`config.mk`:
```
export PLATFORM = sky130hd
export DESIGN_NAME = trap_ctrl
export DESIGN_NICKNAME = d
export VERILOG_FILES = /design/src/rtl/trap_ctrl.sv
export SDC_FILE = /design/constraint.sdc
export NUM_CORES = 1
export LEC_CHECK = 0
export ABC_AREA = 0
export BUFFER_PORTS_ARGS = -buffer_cell sky130_fd_sc_hd__buf_2
export CAP_MARGIN = 5
export CELL_PAD_IN_SITES_DETAIL_PLACEMENT = 1
export CELL_PAD_IN_SITES_GLOBAL_PLACEMENT = 1
export CORE_MARGIN = 2
export CORE_UTILIZATION = 38
export DETAILED_ROUTE_END_ITERATION = 10
export HOLD_SLACK_MARGIN = 0.03
export PLACE_DENSITY = 0.84
export SLEW_MARGIN = 20
export SYNTH_ARGS = -nofsm -noshare
export SYNTH_HDL_FRONTEND = slang
export SYNTH_SLANG_ARGS = --single-unit
```
`constraint.sdc`:
```
create_clock -name clk -period 7.9 [get_ports clk]
set_clock_uncertainty 0.1 [all_clocks]
set_input_delay 0.395 -clock clk [delete_from_list [all_inputs] [get_ports clk]]
set_output_delay 0.395 -clock clk [all_outputs]
set_load 0.02 [all_outputs]
```
`src/rtl/trap_ctrl.sv`:
```
// Trap sequencer between commit and the CSR file: arbitrates trap/mret events,
// strobes the CSR update, then hands one redirect PC to fetch.
module trap_ctrl #(
  parameter int unsigned DATA_WIDTH = 32,
  parameter logic [DATA_WIDTH-1:0] CAUSE_ILLEGAL = DATA_WIDTH'(2),
  parameter logic [DATA_WIDTH-1:0] CAUSE_BREAK   = DATA_WIDTH'(3),
  parameter logic [DATA_WIDTH-1:0] CAUSE_ECALL   = DATA_WIDTH'(11),
  parameter logic [DATA_WIDTH-1:0] CAUSE_TIMER   = DATA_WIDTH'(32'h8000_0007)
) (
  input  logic                  clk,
  input  logic                  rst,
  input  logic                  ex_valid,
  output logic                  ex_ready,
  input  logic [DATA_WIDTH-1:0] ex_pc,
  input  logic                  ex_ecall,
  input  logic                  ex_ebreak,
  input  logic                  ex_illegal,
  input  logic                  ex_mret,
  input  logic                  timer_irq,
  input  logic                  mstatus_mie,
  output logic                  flush,
  output logic                  intr,
  output logic [DATA_WIDTH-1:0] intr_NO,
  output logic [DATA_WIDTH-1:0] intr_epc,
  output logic                  mret,
  input  logic [DATA_WIDTH-1:0] intr_mtvec,
  input  logic [DATA_WIDTH-1:0] mret_mepc,
  output logic                  redir_valid,
  output logic [DATA_WIDTH-1:0] redir_pc,
  input  logic                  redir_ready,
  output logic [DATA_WIDTH-1:0] trap_cnt
);

  typedef enum logic [1:0] {
    IDLE  = 2'd0,
    TRAP  = 2'd1,
    MRET  = 2'd2,
    REDIR = 2'd3
  } state_t;

  state_t                state;
  logic                  irq_c;
  logic                  accept_c;
  logic                  take_trap_c;
  logic                  take_mret_c;
  logic [DATA_WIDTH-1:0] cause_c;

  assign irq_c       = timer_irq & mstatus_mie;
  assign accept_c    = ex_valid & (state == IDLE);
  assign take_trap_c = irq_c | ex_illegal | ex_ebreak | ex_ecall;
  assign take_mret_c = ex_mret & ~take_trap_c;

  // Younger instructions are killed in the same cycle the event is accepted.
  assign flush = accept_c & (take_trap_c | take_mret_c);

  // Priority encode the trap cause; interrupt wins over any instruction event.
  always_comb begin
    cause_c = CAUSE_ECALL;
    if (irq_c)           cause_c = CAUSE_TIMER;
    else if (ex_illegal) cause_c = CAUSE_ILLEGAL;
    else if (ex_ebreak)  cause_c = CAUSE_BREAK;
  end

  always_ff @(posedge clk or posedge rst) begin
    if (rst) begin
      state       <= IDLE;
      ex_ready    <= 1'b1;
      intr        <= 1'b0;
      intr_NO     <= '0;
      intr_epc    <= '0;
      mret        <= 1'b0;
      redir_valid <= 1'b0;
      redir_pc    <= '0;
      trap_cnt    <= '0;
    end else begin
      case (state)
        IDLE: begin
          if (accept_c && take_trap_c) begin
            intr_NO  <= cause_c;
            intr_epc <= ex_pc;
            intr     <= 1'b1;
            ex_ready <= 1'b0;
            state    <= TRAP;
          end else if (accept_c && take_mret_c) begin
            mret     <= 1'b1;
            ex_ready <= 1'b0;
            state    <= MRET;
          end
        end
        TRAP: begin
          intr        <= 1'b0;
          // Direct mode only: mode bits of mtvec are dropped.
          redir_pc    <= {intr_mtvec[DATA_WIDTH-1:2], 2'b00};
          redir_valid <= 1'b1;
          trap_cnt    <= trap_cnt + DATA_WIDTH'(1);
          state       <= REDIR;
        end
        MRET: begin
          mret        <= 1'b0;
          redir_pc    <= mret_mepc;
          redir_valid <= 1'b1;
          state       <= REDIR;
        end
        REDIR: begin
          if (redir_ready) begin
            redir_valid <= 1'b0;
            ex_ready    <= 1'b1;
            state       <= IDLE;
          end
        end
        default: begin
          intr        <= 1'b0;
          mret        <= 1'b0;
          redir_valid <= 1'b0;
          ex_ready    <= 1'b1;
          state       <= IDLE;
        end
      endcase
    end
  end

endmodule
```
==> Word level (Yosys, flattened, before mapping) <==
Index checks and enable logic that the tools add are counted.
Widths: inputs -> output; s select.
{ "op_classes": {"add_sub_neg": 1, "eq_ne": 8, "bitwise_logic": 9, "reduce_logical": 15, "muxes": 19} }
{ "op_table": {"columns": ["cell", "n"], "rows": [
  ["$pmux 32 s2", 1],
  ["$add 32x1->32 const B", 1],
  ["$mux 32", 1],
  ["$reduce_bool 2->1", 5],
  ["$mux 4", 2],
  ["$pmux 1 s2", 4],
  ["$reduce_and 2->1", 4],
  ["$mux 1", 7],
  ["$mux 2", 3],
  ["$pmux 2 s3", 1],
  ["$reduce_and 3->1", 2],
  ["$and 1x1->1", 4],
  ["$eq 2x2->1 const B", 2],
  ["$ne 2x1->1 const B", 2],
  ["$ne 2x2->1 const B", 2],
  ["$or 1x1->1", 4],
  ["$ne 3x1->1 const B", 1],
  ["$eq 2x1->1 const B", 1],
  ["$logic_and 1x1->1", 2],
  ["$logic_not 2->1", 1],
  ["$reduce_or 2->1", 1],
  ["$not 1->1", 1]
]} }
{ "word_totals": {"in_bits": 106, "reg_bits": 134, "out_inout_bits": 133} }

==> Depth between registers and ports, before layout <==
Gate-level depths: netlist (run 1).
{ "depth": {"ltp_word": 10, "mapped_depth": 7, "ltp_nobuf": 6} }

==> Least setup slack after synthesis (run 1) <==
No wires, ideal clock.
{ "synth_path": {"path_type": "reg-to-reg", "from": "register state[0]", "to": "register ex_ready", "setup_time_ns": 0.082, "stages_incl_launch_ff": 7, "required_ns": 7.718, "synth_period_minus_slack_ns": 1.885, "path_buffers": 0, "path_slack_ns": 6.015, "arrival_ns": 1.703, "cell_sequence": "dfrtp_1 > inv_1 > ha_1 > or3b_1 > o221a_2 > nand2b_1 > mux2_2"} }
{ "synth_between": {"elab_chain_len": 5, "word_cells_on_any_way": 11} }
{ "synth_lines": {"columns": ["element", "line_no", "rtl"], "rows": [
  ["start: declaration", "41", "state_t state;"],
  ["start signal: assignment", "66", "state <= IDLE;"],
  ["start signal: assignment", "83", "state <= TRAP;"],
  ["start signal: assignment", "87", "state <= MRET;"],
  ["$logic_not 2->1", "49, 76", null],
  ["$and 1x1->1", "49", "assign accept_c = ex_valid & (state == IDLE);"],
  ["$logic_and 1x1->1, on equally long branches", "78, 84", null],
  ["$ne 3x1->1 (no source line) or $mux 1 (tied branches)", null, null],
  ["$reduce_and 3->1 (no source line) or $pmux 1 s2 (tied branches)", null, null],
  ["end signal: assignment", "67", "ex_ready <= 1'b1;"],
  ["end signal: assignment", "82", "ex_ready <= 1'b0;"],
  ["end signal: assignment", "86", "ex_ready <= 1'b0;"],
  ["end: declaration", "13", "output logic ex_ready,"]
]} }
Parallel ways exist; a longest one is shown, timed or not.
A chain may end at the register's enable or synchronous reset.

==> Worst setup path in the final report (run 1) <==
{ "layout_path": {"from": "register state[0]", "to": "register intr_epc[31]"} }
{ "layout_between": {"elab_chain_len": 4} }
{ "layout_lines": {"columns": ["element", "line_no", "rtl"], "rows": [
  ["$logic_not 2->1 (*)", "49, 76", null],
  ["$and 1x1->1", "49", null],
  ["$logic_and 1x1->1", "78", "if (accept_c && take_trap_c) begin"],
  ["$reduce_and 2->1 (no source line) (*)", null, null],
  ["end signal: assignment", "80", "intr_epc <= ex_pc;"],
  ["end: declaration", "24", "output logic [DATA_WIDTH-1:0] intr_epc,"]
]} }
Mark *: on every way between the ends. The rest lies on a longest branch, timed or not.

==> results of run 1 <==
through the flow:
step / setup slack [ns] / hold WS, ns / std cells
after floorplan: 4.618 / 0.3910 / 437
after global placement: 5.713 / 0.3455 / 775
after detailed placement: 5.611 / 0.3569 / 775
after global routing: 5.493 / 0.08116 / 791
final: 5.646 / 0.02982 / 791
after CTS: 5.602 / 0.05284 / 791
layer usage:
layer / up-vias / part of all wire (%) / global-route usage [%]
met4: 0 / 1.7 / 6.551
met1: 1821 / 42 / 21.93
li1: 1765 / - / -
met5: - / 0 / 0
met3: 14 / 5.6 / 3.523
met2: 142 / 51 / 32.01
cell usage after synthesis (all sizes together) (5+ instances only):
library cell  count
dfrtp           105
buf              40
nor2             38
mux2             34
a21oi            33
mux2i            30
xnor2            24
nand4            15
nand3            14
nand2            10
inv               9
o21ai             8
xor2              7
and4              5
clkbuf            5
ha                5
registers in the layout, summed over array words and instances (netlist names):
signal	cells
ex_ready	1
intr	1
intr_NO	4
intr_epc	32
mret	1
redir_pc	32
redir_valid	1
state	2
trap_cnt	32
how the worst min path moves through the flow:
| stage | start | endpoint | slack [ns] |
|---|---|---|---|
| 2_1_floorplan | ex_illegal | intr_NO[0]$_DFFE_PP0P_ | 0.39 |
| 3_3_place_gp | intr_NO[1]$_DFFE_PP0P_ | intr_NO[1]$_DFFE_PP0P_ | 0.35 |
| 3_5_place_dp | intr_NO[1]$_DFFE_PP0P_ | intr_NO[1]$_DFFE_PP0P_ | 0.36 |
| 4_1_cts | rst | intr$_DFFE_PP0P_ | 0.05 |
| 5_1_grt | rst | intr_epc[10]$_DFFE_PP0P_ | 0.08 |
| 6_report | rst | intr_epc[19]$_DFFE_PP0P_ | 0.03 |
cell type report:
cell class,count,area (um2)
tap,172,215.2
fill,1427,6302
clock buffer,12,246.5
sequential,106,2654
inverter,9,36.28
timing repair buffer,211,1061
multi-input combinational,277,2081
clock inverter,4,75.07
cell families after synthesis:
family / Yosys count / synth area share [%]
mux: 64 / 16.19
other cells: 1 / 0.07559
buf+inv: 54 / 6.935
flops: 106 / 53.49
simple gates: 101 / 10.77
compound gates: 49 / 5.801
xor+xnor: 31 / 5.473
fa+ha+maj: 5 / 1.261
worst max-delay path: cells and delay by family (launching register included):
kind,cells,cell delay (ns)
buffers and inverters,2,0.70
DFF,1,0.42
muxes,1,0.36
and+or+nand+nor,2,0.34
adders and majority gates,1,0.20
power by group through the flow:
stage / registers [W] / logic (W) / clock network, W
final: 0.000880 / 0.00117 / 0.000481
after global routing: 0.000908 / 0.00128 / 0.000516
after CTS: 0.000883 / 0.00117 / 0.000498
after detailed placement: 0.000887 / 0.00117 / 0
after global placement: 0.000872 / 0.00114 / 0
after floorplan: 0.00111 / 0.000601 / 0
==> flow_summary_export.csv, run 1 <==
group,metric,value,unit
drt,initialDrtViolationCount,121,
clocking,post_cts_buffers,0,
finish,final_common_cell,"buf_2",
finish,mostFrequentLayoutCells,"buf_2, dfrtp_1, nor2_1",
power,p_total,0.002531,W
critical_path,r2r_start,"state[0]$_DFFE_PP0P_",
synthesis,synth_cells,411,
critical_path,crit_type,"flip-flop to flip-flop",
global_route,grt_pass1_wl,20570,um
floorplanning,initial_core_util,39.15,%
drt,drt_pass1_iterations,4,
clocking,clk_pin_slew_worst_paths,0.07,ns
floorplanning,die-area,13990,um2
critical_path,r2r_end,"intr_epc[31]$_DFFE_PP0P_",
power,switching_share,40.00,%
flow_run,max_cap_violations,0,
clocking,cts_resized,0,
floorplanning,die_h,118.3,um
power,power.switching,0.001012,W
floorplanning,io_pins,239,
critical_path,crit_slowest_cell,"buf_4",
timing,hold_viol_final,0,
synthesis,yosys_most_used_dff,"dfrtp_1",
power,power_frac_clock,19.0,%
clocking,cts_root_buf,"clkbuf_16",
timing,rsz0062_at_grt,"no",
timing,worstMarginPinSlew,1.006,ns
critical_path,cp-start-kind,"flip-flop",
clocking,hold_buffers,0,
synthesis,syn_area,4961,um2
drt,drc_errors,0,
status,status,"completed",
drt,wl,12440,um
place,routabilityCongestion,0.7870,
power,power.share.sequential,34.8,%
timing,fin_crit,2.254,ns
clocking,cts_tree,"built",
critical_path,rr_worst_depth,6,
synthesis,seq_area_frac_synth,53.49,%
synthesis,netlist.area_leader.share,52.96,%
power,p_int,0.001518,W
floorplanning,rows,41,
timing,slew_violations,0,
clocking,cts.sinks,106,
synthesis,ys_ff_latch,106,
synthesis,synth_edf_count,0,
synthesis,netlist_top_cells_area,"dfrtp_1, mux2_4, mux2i_1",
critical_path,ff2ff_setup_slack,5.65,ns
floorplanning,die_w,118.3,um
synthesis,yosysTopAreaCell,"dfrtp_1",
finish,postLayoutCoreUtil,50.26,%
drt,wl_per_cell,15.72,um
worst_hold_path,hold_class,"input port to async pin",
power,p_leak,3.165,nW
power,powerDensity,397.4,nW/um2
clocking,cts_max_path_buffers,2,
finish,diodes,0,
critical_path,cp_max_fo,34,
floorplanning,core,12670,um2
critical_path,critical_path.max_stage_delay,0.55,ns
global_route,first_global_vias,4059,
synthesis,syn_area_per_cell,12.07,um2
place,dp_hpwl,9263,um
timing,fmax,443.6,MHz
critical_path,cp.required,8.02,ns
critical_path,crit_path_end,"intr_epc[31]$_DFFE_PP0P_",
critical_path,cp-end-kind,"flip-flop",
clocking,clk_latency,0.34,ns
global_route,grt_max_degree,68,
critical_path,startpoint,"state[0]$_DFFE_PP0P_",
synthesis,synthArstFlopShare,100.0,%
timing,period_share,28.54,%
finish,fin_nets,725,
drt,dr_total_vias,3742,
place,place_area,6037,um2
global_route,grt_usage,18.14,%
critical_path,crit_arrival,2.38,ns
critical_path,crit_chain,"inv_1, ha_4, nand2_1, nor2_4, buf_4, mux2_4",
power,combPwrFrac,46.2,%
clocking,cts_made_buffers,9,
clocking,cts-htree-levels,3,
timing,max_slew_margin,32.91,%
drt,drtAntennaViolNets,0,
power,ir_worst_vdd,0.0001474,V
drt,via_per_inst,4.731,
timing,setup_violations,0,
finish,area_growth,28.37,%
global_route,antenna_found_initial,0,
global_route,grt_overflow,0,
synthesis,ys_types,40,
finish,design_area,6369,um2
timing,finalSetupTns,0,ns
finish,drive_gt1_share,43.94,%
synthesis,synth_warnings,0,
place,io_buffers,209,
No activity file was read; power rests on OpenSTA's default activity.
==> run 2, diff against run 1 <==
Settings changed: CORE_UTILIZATION 38 to 35, PLACE_DENSITY 0.84 to 0.78.
Clock period 7.9 ns to 2.2 ns, I/O delays scaled along.
==> run 2 against run 1 <==
Routed wire length rose by 30%. Register-to-register slack got worse by 5.6 ns. Maximum frequency up 5.2%. Sequential power grew to 3.6 times the previous value. Global-route usage increased by 3.2 points. Sequential share of layout area is 6.4 points lower. First-iteration DRC count rose by 43%. Via count increased by 14%.
==> flow_summary_export.csv, run 2 (same netlist as run 1, synthesis figures left out) <==
group,metric,value,unit
finish,mostFrequentLayoutCells,"buf_2, dfrtp_1, dlygate4sd3_1",
timing,slew_violations,0,
clocking,clk_latency,0.34,ns
floorplanning,die-area,15140,um2
global_route,grtUsageMet2,38.60,%
global_route,first_global_vias,4785,
finish,final_common_cell,"buf_2",
global_route,grt_max_degree,107,
place,io_buffers,209,
critical_path,cp-start-kind,"flip-flop",
timing,hold_viol_final,0,
finish,reg.largest.list,"intr_epc: 32 flops, redir_pc: 32 flops, trap_cnt: 32 flops",
status,status,"completed",
place,dp_hpwl,9077,um
critical_path,cp_max_fo,9,
power,powerDensity,1307,nW/um2
clocking,cts.sinks,106,
finish,design_area,7527,um2
critical_path,r2r_end,"redir_pc[8]$_DFFE_PP0P_",
timing,fmax,466.6,MHz
timing,max_slew_margin,61.72,%
global_route,grt_usage,21.31,%
timing,worstMarginPinSlew,0.5742,ns
floorplanning,io_pins,239,
floorplanning,die_w,123.1,um
drt,dr_total_vias,4278,
critical_path,crit_type,"flip-flop to flip-flop",
global_route,grt_busiest_layer,"met2",
drt,via_per_inst,4.722,
power,ir_worst_vdd,0.0009621,V
global_route,grt_pass1_wl,24630,um
timing,fin_crit,2.143,ns
drt,wl_per_cell,17.84,um
floorplanning,initial_core_util,35.74,%
floorplanning,rows,43,
critical_path,ff2ff_setup_slack,0.06,ns
finish,area_growth,51.73,%
worst_hold_path,hold_end,"intr_NO[3]$_DFFE_PP0P_",
floorplanning,core,13880,um2
timing,setup_violations,0,
timing,period_share,97.41,%
global_route,grt_overflow,0,
flow_run,max_cap_violations,0,
clocking,post_cts_buffers,0,
finish,multiInputGateArea,2086,um2
place,routabilityCongestion,0.7832,
floorplanning,die_h,123.1,um
finish,postLayoutCoreUtil,54.23,%
clocking,cts_tree,"built",
drt,drtAntennaViolNets,0,
drt,wl,16160,um
worst_hold_path,hold_class,"input port to flip-flop",
critical_path,r2r_start,"state[0]$_DFFE_PP0P_",
place,place_area,6141,um2
critical_path,cp-end-kind,"flip-flop",
critical_path,crit_arrival,2.25,ns
worst_hold_path,hold_start,"ex_ebreak",
clocking,clk_pin_slew_worst_paths,0.07,ns
power,p_leak,3.642,nW
worst_hold_path,min_path_cells,3,
clocking,cts_made_buffers,9,
drt,drc_errors,0,
global_route,met3_usage,5.166,%
clocking,cts_max_path_buffers,2,
drt,initialDrtViolationCount,173,
finish,fin_nets,832,
critical_path,cp.required,2.31,ns
finish,ff_latch_area,2654,um2
critical_path,rr_worst_depth,6,
global_route,antenna_found_initial,1,
drt,drt_pass1_iterations,4,
finish,drive_gt1_share,38.62,%
clocking,cts-htree-levels,3,
global_route,use_met1,23.48,%
finish,nFillCells,1522,
clocking,cts_root_buf,"clkbuf_16",
==> run 2: area by class of cell <==
class                   count  area share, %
flip-flops and latches    106          35.26
clock inverters             6          1.097
diodes                      1        0.03324
multi-input cells         277          27.71
inverters                   9         0.4987
well taps                 180          2.992
clock buffers               9          2.992
repair buffers            318          29.42
==> run 2: per-layer routing <==
metal | part of all wire (%) | wire (um)
met5 | 0 | 0
met4 | 3.1 | 504
met3 | 6.1 | 986
met2 | 53 | 8496
met1 | 38 | 6171
==> run 2: timing repair <==
item,CTS,global route
resized for setup,0,3
endpoints found under the setup margin,0,19
hold endpoints to repair,174,0
hold buffers,101,0
==> run 2: critical path, cell delays in order, from the launching register on <==
cell,delay (ns)
dfrtp_1,0.44
inv_1,0.16
ha_4,0.21
buf_12,0.16
mux2i_1,0.24
dlygate4sd3_1,0.60
a21oi_1,0.09
==> run 2: power by group <==
| part | leakage, nW | internal (W) | switching, W |
|---|---|---|---|
| Combinational | 2.20 | 0.00218 | 0.00275 |
| Clock | 0.151 | 0.000986 | 0.000721 |
| Sequential | 1.29 | 0.00271 | 0.000501 |
==> run 2: metrics by stage <==
stage | cells | power (W) | hold WS, ns | setup TNS, ns | setup WS [ns]
floorplan | 437 | 0.006160 | 0.1060 | 0 | 0.3152
finish | 906 | 0.009841 | 0.06072 | 0 | 0.05694
detailed placement | 787 | 0.007541 | 0.2319 | 0 | 0.1805
global placement | 787 | 0.007369 | 0.2227 | 0 | 0.2547
CTS | 903 | 0.009595 | 0.03384 | 0 | 0.1156
global route | 906 | 0.01046 | 0.04283 | -0.01782 | -0.01369
==> run 2: how the worst max path moves through the flow <==
| stage | slack, ns | cells past startpoint | start | end |
|---|---|---|---|---|
| finish | 0.06 | 6 | state[0]$_DFFE_PP0P_ | redir_pc[8]$_DFFE_PP0P_ |
| global placement | 0.25 | 6 | state[0]$_DFFE_PP0P_ | ex_ready$_DFFE_PP1P_ |
| CTS | 0.12 | 6 | state[0]$_DFFE_PP0P_ | redir_pc[30]$_DFFE_PP0P_ |
| global route | -0.01 | 6 | state[1]$_DFFE_PP0P_ | trap_cnt[9]$_DFFE_PP0P_ |
| detailed placement | 0.18 | 6 | state[0]$_DFFE_PP0P_ | ex_ready$_DFFE_PP1P_ |
| floorplan | 0.32 | 6 | state[0]$_DFFE_PP0P_ | ex_ready$_DFFE_PP1P_ |
